## src/rtl/clock_12h_controller.sv

```systemverilog
// 12-hour wall clock sequencer: seconds/minutes/AM-PM state, external hour counter control
// and a two-step button-driven set mode (hours, then minutes).
module clock_12h_controller #(
    parameter int unsigned SEC_MAX = 59,
    parameter int unsigned MIN_MAX = 59,
    parameter int unsigned HR_INIT = 12
) (
    input  logic       Clk,
    input  logic       Reset,
    input  logic       Tick,
    input  logic       Mode,
    input  logic       Inc,
    input  logic [3:0] Hour_q,
    output logic       Hr_en,
    output logic       Hr_load,
    output logic [3:0] Hr_d,
    output logic [5:0] Min,
    output logic [5:0] Sec,
    output logic       Pm,
    output logic [1:0] State
);

    localparam logic [5:0] SecMax = 6'(SEC_MAX);
    localparam logic [5:0] MinMax = 6'(MIN_MAX);

    typedef enum logic [1:0] {
        StInit   = 2'b00,
        StRun    = 2'b01,
        StSetHr  = 2'b10,
        StSetMin = 2'b11
    } state_e;

    state_e     state_q, state_d;
    logic [5:0] sec_q, sec_d;
    logic [5:0] min_q, min_d;
    logic       pm_q, pm_d;
    logic       hr_en_q, hr_en_d;
    logic       hr_load_q, hr_load_d;

    logic sec_last, min_last, inc_ok;

    assign sec_last = (sec_q == SecMax);
    assign min_last = (min_q == MinMax);
    // Mode beats Inc, and an Inc landing on a live Hr_en pulse is dropped.
    assign inc_ok   = Inc && !Mode && !hr_en_q;

    always_ff @(posedge Clk) begin
        if (Reset) begin
            state_q <= StInit;
        end else begin
            state_q <= state_d;
        end
    end

    always_comb begin
        state_d = state_q;
        unique case (state_q)
            StInit:   if (hr_load_q) state_d = StRun;
            StRun:    if (Mode) state_d = StSetHr;
            StSetHr:  if (Mode) state_d = StSetMin;
            StSetMin: if (Mode) state_d = StRun;
            default:  state_d = StInit;
        endcase
    end

    always_comb begin
        sec_d     = sec_q;
        min_d     = min_q;
        pm_d      = pm_q;
        hr_en_d   = 1'b0;
        hr_load_d = 1'b0;

        // Hour counter steps 11 -> 12 on this edge, so the half-day flips.
        if (hr_en_q && (Hour_q == 4'd11)) pm_d = !pm_q;

        unique case (state_q)
            StInit: begin
                // First post-reset cycle raises the load; the load cycle then leaves INIT.
                hr_load_d = !hr_load_q;
            end
            StRun: begin
                if (Tick) begin
                    if (sec_last) begin
                        sec_d = '0;
                        if (min_last) begin
                            min_d   = '0;
                            hr_en_d = !hr_en_q;
                        end else begin
                            min_d = min_q + 6'd1;
                        end
                    end else begin
                        sec_d = sec_q + 6'd1;
                    end
                end
            end
            StSetHr: begin
                hr_en_d = inc_ok;
            end
            StSetMin: begin
                if (Mode) begin
                    sec_d = '0;
                end else if (inc_ok) begin
                    min_d = min_last ? 6'd0 : min_q + 6'd1;
                end
            end
            default: ;
        endcase
    end

    always_ff @(posedge Clk) begin
        if (Reset) begin
            sec_q     <= '0;
            min_q     <= '0;
            pm_q      <= 1'b0;
            hr_en_q   <= 1'b0;
            hr_load_q <= 1'b0;
        end else begin
            sec_q     <= sec_d;
            min_q     <= min_d;
            pm_q      <= pm_d;
            hr_en_q   <= hr_en_d;
            hr_load_q <= hr_load_d;
        end
    end

    assign Hr_d    = 4'(HR_INIT);
    assign Hr_en   = hr_en_q;
    assign Hr_load = hr_load_q;
    assign Min     = min_q;
    assign Sec     = sec_q;
    assign Pm      = pm_q;
    assign State   = state_q;

endmodule

```

## config.mk

```make
export PLATFORM = sky130hd
export DESIGN_NAME = clock_12h_controller
export DESIGN_NICKNAME = d
export VERILOG_FILES = /design/src/rtl/clock_12h_controller.sv
export SDC_FILE = /design/constraint.sdc
export NUM_CORES = 1
export LEC_CHECK = 0
export BUFFER_PORTS_ARGS = -buffer_cell sky130_fd_sc_hd__buf_2
export CAP_MARGIN = 10
export CELL_PAD_IN_SITES_DETAIL_PLACEMENT = 0
export CELL_PAD_IN_SITES_GLOBAL_PLACEMENT = 1
export CORE_MARGIN = 2
export CORE_UTILIZATION = 41
export CTS_BUF_LIST = sky130_fd_sc_hd__clkbuf_4
export DETAILED_ROUTE_END_ITERATION = 10
export GPL_ROUTABILITY_DRIVEN = 0
export PLACE_DENSITY = 0.92
export SKIP_LAST_GASP = 1
export SYNTH_ARGS = -nofsm -noshare
export SYNTH_HDL_FRONTEND = slang
export SYNTH_SLANG_ARGS = --single-unit
```

## constraint.sdc

```tcl
create_clock -name Clk -period 5.15 [get_ports Clk]
set_input_delay 0.515 -clock Clk [delete_from_list [all_inputs] [get_ports Clk]]
set_output_delay 0.515 -clock Clk [all_outputs]
set_load 0.005 [all_outputs]
```

==> run metrics, run 1 <==
Longest Clk Path Bufs=2; largest net degree at the start of global routing=18; CP max stage cell=or4_4; CTS H-tree depth=1; core box area=roughly 2400 µm²; worst slew pin tran=around 0.53 ns; Worst-Skew Late Latency=slightly below 0.3 ns; Tmin final=1.96 ns; Final ANT Viol Nets=0; Startpoint Class=register; drc violations=0; Avg Inst Size Synth=between 8 and 9 µm²; Period Utilization, post-route=38.0%; die width=54.0 µm; Worst slew margin=64.3%; 1st-iter DRT viols=21; fin nets=~160; clk sink count=17; Setup WS pre-CTS=approximately 3.2 ns; total of max-cap violations=0; Setup TNS=0 ns; max-slew violation count=0; total track usage=~17%; postcts setup bufs=0; Initial Utilization=roughly 42%; Mapped Cells=~120; design area=roughly 1200 µm²; Cell variety after synth=39; RSZ-0062 raised after global routing=no; Post-Route WL=2.24 mm; DR WL/cell=approximately 13 µm; element type at the critical path end=register; post-synthesis adder-cell area fraction=under 10%; setup violators final=0; Synth Area in Compound Gates=around 18%; worst min-delay path category=reg -> reg; Vias=952; Crit Path Class=reg -> reg; sequential share of the synthesized area=about a third; GRT overflow=0; Clock transition at path regs=around 0.1 ns; mapped cell area=1020 µm²; flops & latches, synth=17; static leakage=between 0.4 and 0.5 nW; Die Height=~54 µm; Resize count post-CTS=0; most common cell after layout, fill and taps aside=buf_2; CTS Hold Bufs=0; CTS tree=yes; Post-synth ARST share=0%; CP Data Required Time=around 5.4 ns; vias in the first global route=between 800 and 900; worst setup margin=3.19 ns; share of layout cells above drive strength 1=25.2%; Max FO, Critical Path=9; HPWL after DPL=between 1.5 and 2 mm; skew final=~0.0057 ns; Data arrival, critical path=approximately 2.2 ns; CTS root buffer=clkbuf_4; # fillers=between 200 and 300; Layout area overhead=15.9%; CP top delay family=simple AND/OR/NAND/NOR gates; number of antenna violations at the first check in global routing=0; Synth Area in XOR/XNOR=0.855%; CTS Buf Count=3; CP Cell Sequence=inv_1 -> ha_1 -> or2_2 -> o21ai_1 -> or4_4 -> a221oi_2; EDFF count, synth=0; WHS=0.511 ns; DR vias/cell=between 5 and 6; Final Hold Viols=0; Cell Area, Placed=~1200 µm²; first-pass GRT wire length=3.67 mm; main flop type after synthesis=dfxtp_1; Port Buf Inserts=25; main combinational cell family by area after synthesis=simple AND/OR/NAND/NOR gates; status=completed; mux share of post-synthesis cell area=around 5.0%; critical path buffer and inverter count=1; IO Pins=30; Std-Cell Rows=18; DRT Pass-1 Iters=4; Worst VDD drop=0.196 mV; total number of yosys warnings=0; number of diodes=0; peak per-stage delay on the critical path=0.57 ns; simple-gate share of the synthesized area=approximately 28%; commonest cells after routing, fill and taps aside=buf_2 (25), dfxtp_1 (17), nor2_1 (11); Die Area=around 2900 µm²; Pwr per Cell Area=345 nW/µm²; maximum clock rate=511 MHz
## registers in the layout (all words and copies together), names as in the netlist
register,flops
Min,6
Sec,6
State,2
Hr_en,1
Hr_load,1
Pm,1
## per-layer routing
| metal | track usage [%] | share of wire, % | wire, µm |
|---|---|---|---|
| met3 | 1.67 | 4.3 | 97 |
| met1 | 21.5 | 44 | 993 |
| met4 | 3.75 | 0.72 | 16 |
| met2 | 30.5 | 50 | 1130 |
| met5 | 0 | 0 | 0 |
## tightest hold or removal path: cells and delay by family, from the launching register on
family / cells / cell delay (ns)
and+or+nand+nor: 1 / 0.07
muxes: 1 / 0.06
DFF: 1 / 0.35
## kinds of logic after synthesis
kind of cell,count (synthesis)
compound gates,25
xor+xnor,1
fa+ha+maj,6
buf+inv,14
flops,17
mux,5
other cells,2
simple gates,52
## path summary, 6_finish.rpt
kind,endpoint,depth (start not counted),slack (ns),start
max,Min[5],6,3.19,State[1]
min,Min[1],2,0.51,Min[1]
max reg2reg,Min[5],6,3.19,State[1]
min reg2reg,Min[1],2,0.51,Min[1]
## power by group
part	total [mW]	switching, mW	internal [mW]
clock network	0.0751	0.0397	0.0354
logic	0.166	0.0965	0.0691
registers	0.169	0.0197	0.150
## synth_stat cells, types with 2 or more instances
cell | n | area, µm²
dfxtp_1 | 17 | 340
o211ai_1 | 3 | 22.5
nand3_1 | 8 | 40.0
nor2_1 | 11 | 41.3
buf_4 | 4 | 30.0
mux2i_1 | 4 | 40.0
or4_1 | 2 | 15.0
nor2b_1 | 2 | 12.5
a211oi_1 | 3 | 22.5
nand2b_1 | 4 | 25.0
a21oi_1 | 8 | 40.0
inv_1 | 8 | 30.0
nand2_1 | 6 | 22.5
nor3_1 | 6 | 30.0
nor3b_1 | 4 | 30.0
o21ai_0 | 3 | 15.0
ha_1 | 6 | 75.1
conb_1 | 2 | 7.51
## area by class of cell
| class | count | area [µm²] | share of cell area (%) |
|---|---|---|---|
| Clock buffer | 4 | 30.0 | 2.53 |
| Sequential cell | 17 | 340 | 28.7 |
| Inverter | 8 | 30.0 | 2.53 |
| Multi-Input combinational cell | 93 | 624 | 52.6 |
| Tap cell | 30 | 37.5 | 3.16 |
| Timing Repair Buffer | 25 | 125 | 10.5 |
## per-stage QoR
stage | util, % | instances | power (mW)
finish | 48.8 | 177 | 0.410
global route | 48.8 | 177 | 0.442
CTS | 48.8 | 177 | 0.415
detailed placement | 47.6 | 173 | 0.339
global placement | 47.6 | 173 | 0.332
floorplan | - | 124 | 0.290
No activity file was read; power rests on OpenSTA's default activity.
==> run 2: changes to the inputs <==
--- a/config.mk
+++ b/config.mk
@@ -10,11 +10,11 @@
 export CELL_PAD_IN_SITES_DETAIL_PLACEMENT = 0
 export CELL_PAD_IN_SITES_GLOBAL_PLACEMENT = 1
 export CORE_MARGIN = 2
-export CORE_UTILIZATION = 41
+export CORE_UTILIZATION = 35
 export CTS_BUF_LIST = sky130_fd_sc_hd__clkbuf_4
 export DETAILED_ROUTE_END_ITERATION = 10
 export GPL_ROUTABILITY_DRIVEN = 0
-export PLACE_DENSITY = 0.92
+export PLACE_DENSITY = 0.84
 export SKIP_LAST_GASP = 1
 export SYNTH_ARGS = -nofsm -noshare
 export SYNTH_HDL_FRONTEND = slang
==> constraint.sdc (replaced) <==
create_clock -name Clk -period 1.6 [get_ports Clk]
set_input_delay 0.16 -clock Clk [delete_from_list [all_inputs] [get_ports Clk]]
set_output_delay 0.16 -clock Clk [all_outputs]
set_load 0.005 [all_outputs]
==> run 2 against run 1 <==
- power rose to 3.9 times the previous value
- die area rose by 16%
- register-to-register slack got worse by 3.2 ns
- maximum frequency rose by 22%
- critical path depth did not move
- flip-flop and latch count did not move
- worst hold slack got worse by 0.31 ns
- non-clock buffer count rose by 16
- critical path type unchanged
==> run metrics, run 2 (synthesis results as in run 1) <==
status=completed (unchanged); die width=58.1 µm (was 54.0 µm); commonest cells after routing, fill and taps aside=buf_2 (25), buf_4 (16), dfxtp_1 (11), nor2_1 (11), nand3_1 (8) (was buf_2 (25), dfxtp_1 (17), nor2_1 (11)); Die Area=3380 µm² (was 2920 µm²); CTS Buf Count=3 (unchanged); setup violators final=0 (unchanged); RSZ-0062 raised after global routing=yes (was no); Tmin final=1.60 ns (was 1.96 ns); most common cell after layout, fill and taps aside=buf_2 (unchanged); combinational fraction of design power=48.9% (was 40.4%); clk sink count=17 (unchanged); total track usage=17.1% (was 16.9%); Die Height=58.1 µm (was 54.0 µm); 1st-iter DRT viols=31 (was 21); largest net degree at the start of global routing=18 (unchanged); Post-Route WL=2.65 mm (was 2.24 mm); Worst VDD drop=1.01 mV (was 0.196 mV); IO Pins=30 (unchanged); fin nets=179 (was 163); Std-Cell Rows=19 (was 18); # fillers=257 (was 258); WHS=0.197 ns (was 0.511 ns); CP Cell Sequence=inv_4 -> ha_4 -> inv_1 -> a31oi_4 -> or4_1 -> a21oi_1 (was inv_1 -> ha_1 -> or2_2 -> o21ai_1 -> or4_4 -> a221oi_2); number of antenna violations at the first check in global routing=0 (unchanged); NetSw=599 µW (was 156 µW); peak per-stage delay on the critical path=0.53 ns (was 0.57 ns); Data arrival, critical path=1.82 ns (was 2.16 ns); FF+latch area=353 µm² (was 340 µm²); Multi-input gate area=694 µm² (was 624 µm²); Pwr per Cell Area=1140 nW/µm² (was 345 nW/µm²); first-pass GRT wire length=4.54 mm (was 3.67 mm); total of max-cap violations=0 (unchanged); top routing layer used=met4 (unchanged); Vias=1037 (was 952); utilization after layout=50.5% (was 48.8%); Initial Utilization=37.2% (was 42.1%); vias in the first global route=996 (was 841); maximum clock rate=626 MHz (was 511 MHz); CP max stage cell=or4_1 (was or4_4); CTS Hold Bufs=0 (unchanged); GRT overflow=0 (unchanged); CP Data Required Time=1.82 ns (was 5.36 ns); Setup TNS=0 ns (unchanged); CTS root buffer=clkbuf_4 (unchanged); DR WL/cell=13.6 µm (was 12.6 µm); Final Hold Viols=0 (unchanged); Crit Path Class=reg -> reg (unchanged); Setup WS pre-CTS=-0.0374 ns (was 3.16 ns); skew final=0.00506 ns (was 0.00569 ns); met2 WL=1.33 mm (was 1.13 mm); Reg power frac=35.2% (was 41.3%); Pint=992 µW (was 254 µW); DR vias/cell=5.35 (was 5.38); Layout area overhead=36.0% (was 15.9%); Clock power frac=15.9% (was 18.3%); Worst-Skew Late Latency=0.29 ns (about the same); Period Utilization, post-route=99.8% (was 38.0%); worst min-delay path category=in -> reg (was reg -> reg); HPWL after DPL=2.03 mm (was 1.77 mm); Final ANT Viol Nets=0 (unchanged); Sw Share=37.7% (was 38.0%); Startpoint Class=register (unchanged); wl on met1=1.18 mm (was 993 µm); element type at the critical path end=register (unchanged); number of diodes=0 (unchanged); static leakage=0.585 nW (was 0.496 nW); overall power=1.59 mW (was 410 µW); placed cell count=186 (was 173); DRT Pass-1 Iters=4 (unchanged); Port Buf Inserts=25 (unchanged); drc violations=0 (unchanged); worst setup margin=0.00352 ns (was 3.19 ns); CTS H-tree depth=1 (unchanged); fin cells=194 (was 177); max-slew violation count=0 (unchanged); Clock transition at path regs=0.10 ns (about the same); Longest Clk Path Bufs=2 (unchanged); design area=1390 µm² (was 1190 µm²); Cell Area, Placed=1290 µm² (was 1160 µm²); share of layout cells above drive strength 1=43.6% (was 25.2%); core box area=2760 µm² (was 2430 µm²); critical path buffer and inverter count=2 (was 1); CP top delay family=simple AND/OR/NAND/NOR gates (unchanged); Max FO, Critical Path=9 (unchanged); CTS tree=yes (unchanged); Routed met3 length=122 µm (was 97 µm)
-- run 2: routing by layer --
| layer | track usage (%) | vias up |
|---|---|---|
| met1 | 22.6 | 492 |
| met3 | 3.13 | 2 |
| met5 | 0 | - |
| met4 | 3.99 | 0 |
| met2 | 28.7 | 26 |
| li1 | - | 517 |
-- run 2: worst min-delay path, delay by kind of cell --
kind / cells / cell delay, ns
buffers and inverters: 1 / 0.08
and+or+nand+nor: 2 / 0.08
xor gates and xnor gates: 1 / 0.13
-- run 2: worst paths after layout --
path | slack, ns | startpoint | to | depth (start not counted)
worst min-delay path | 0.20 | Hour_q[2] | Pm | 4
worst max register to register | 0.004 | State[1] | Min[3] | 6
worst min register to register | 0.50 | Min[1] | Min[1] | 2
worst max-delay path | 0.004 | State[1] | Min[3] | 6
-- run 2: power groups by stage --
stage               clock network (mW)  registers, mW  logic (mW)
floorplan                            0          0.569       0.415
global placement                     0          0.554       0.635
detailed placement                   0          0.559       0.651
CTS                              0.263          0.553       0.763
global route                     0.284          0.568       0.864
finish                           0.253          0.560       0.778
-- run 2: what timing repair did --
action,4_1_cts,5_1_grt
setup endpoints to repair,2,8
setup buffers,4,0
resized for setup,8,7
gates cloned,0,0
pin swaps,2,3
-- run 2: area by class of cell --
class / instances / share of cell area [%]
flip-flops and latches: 17 / 25.3
inverters: 8 / 2.33
repair buffers: 41 / 17.6
clock buffers: 4 / 2.15
well taps: 31 / 2.78
multi-input cells: 93 / 49.8
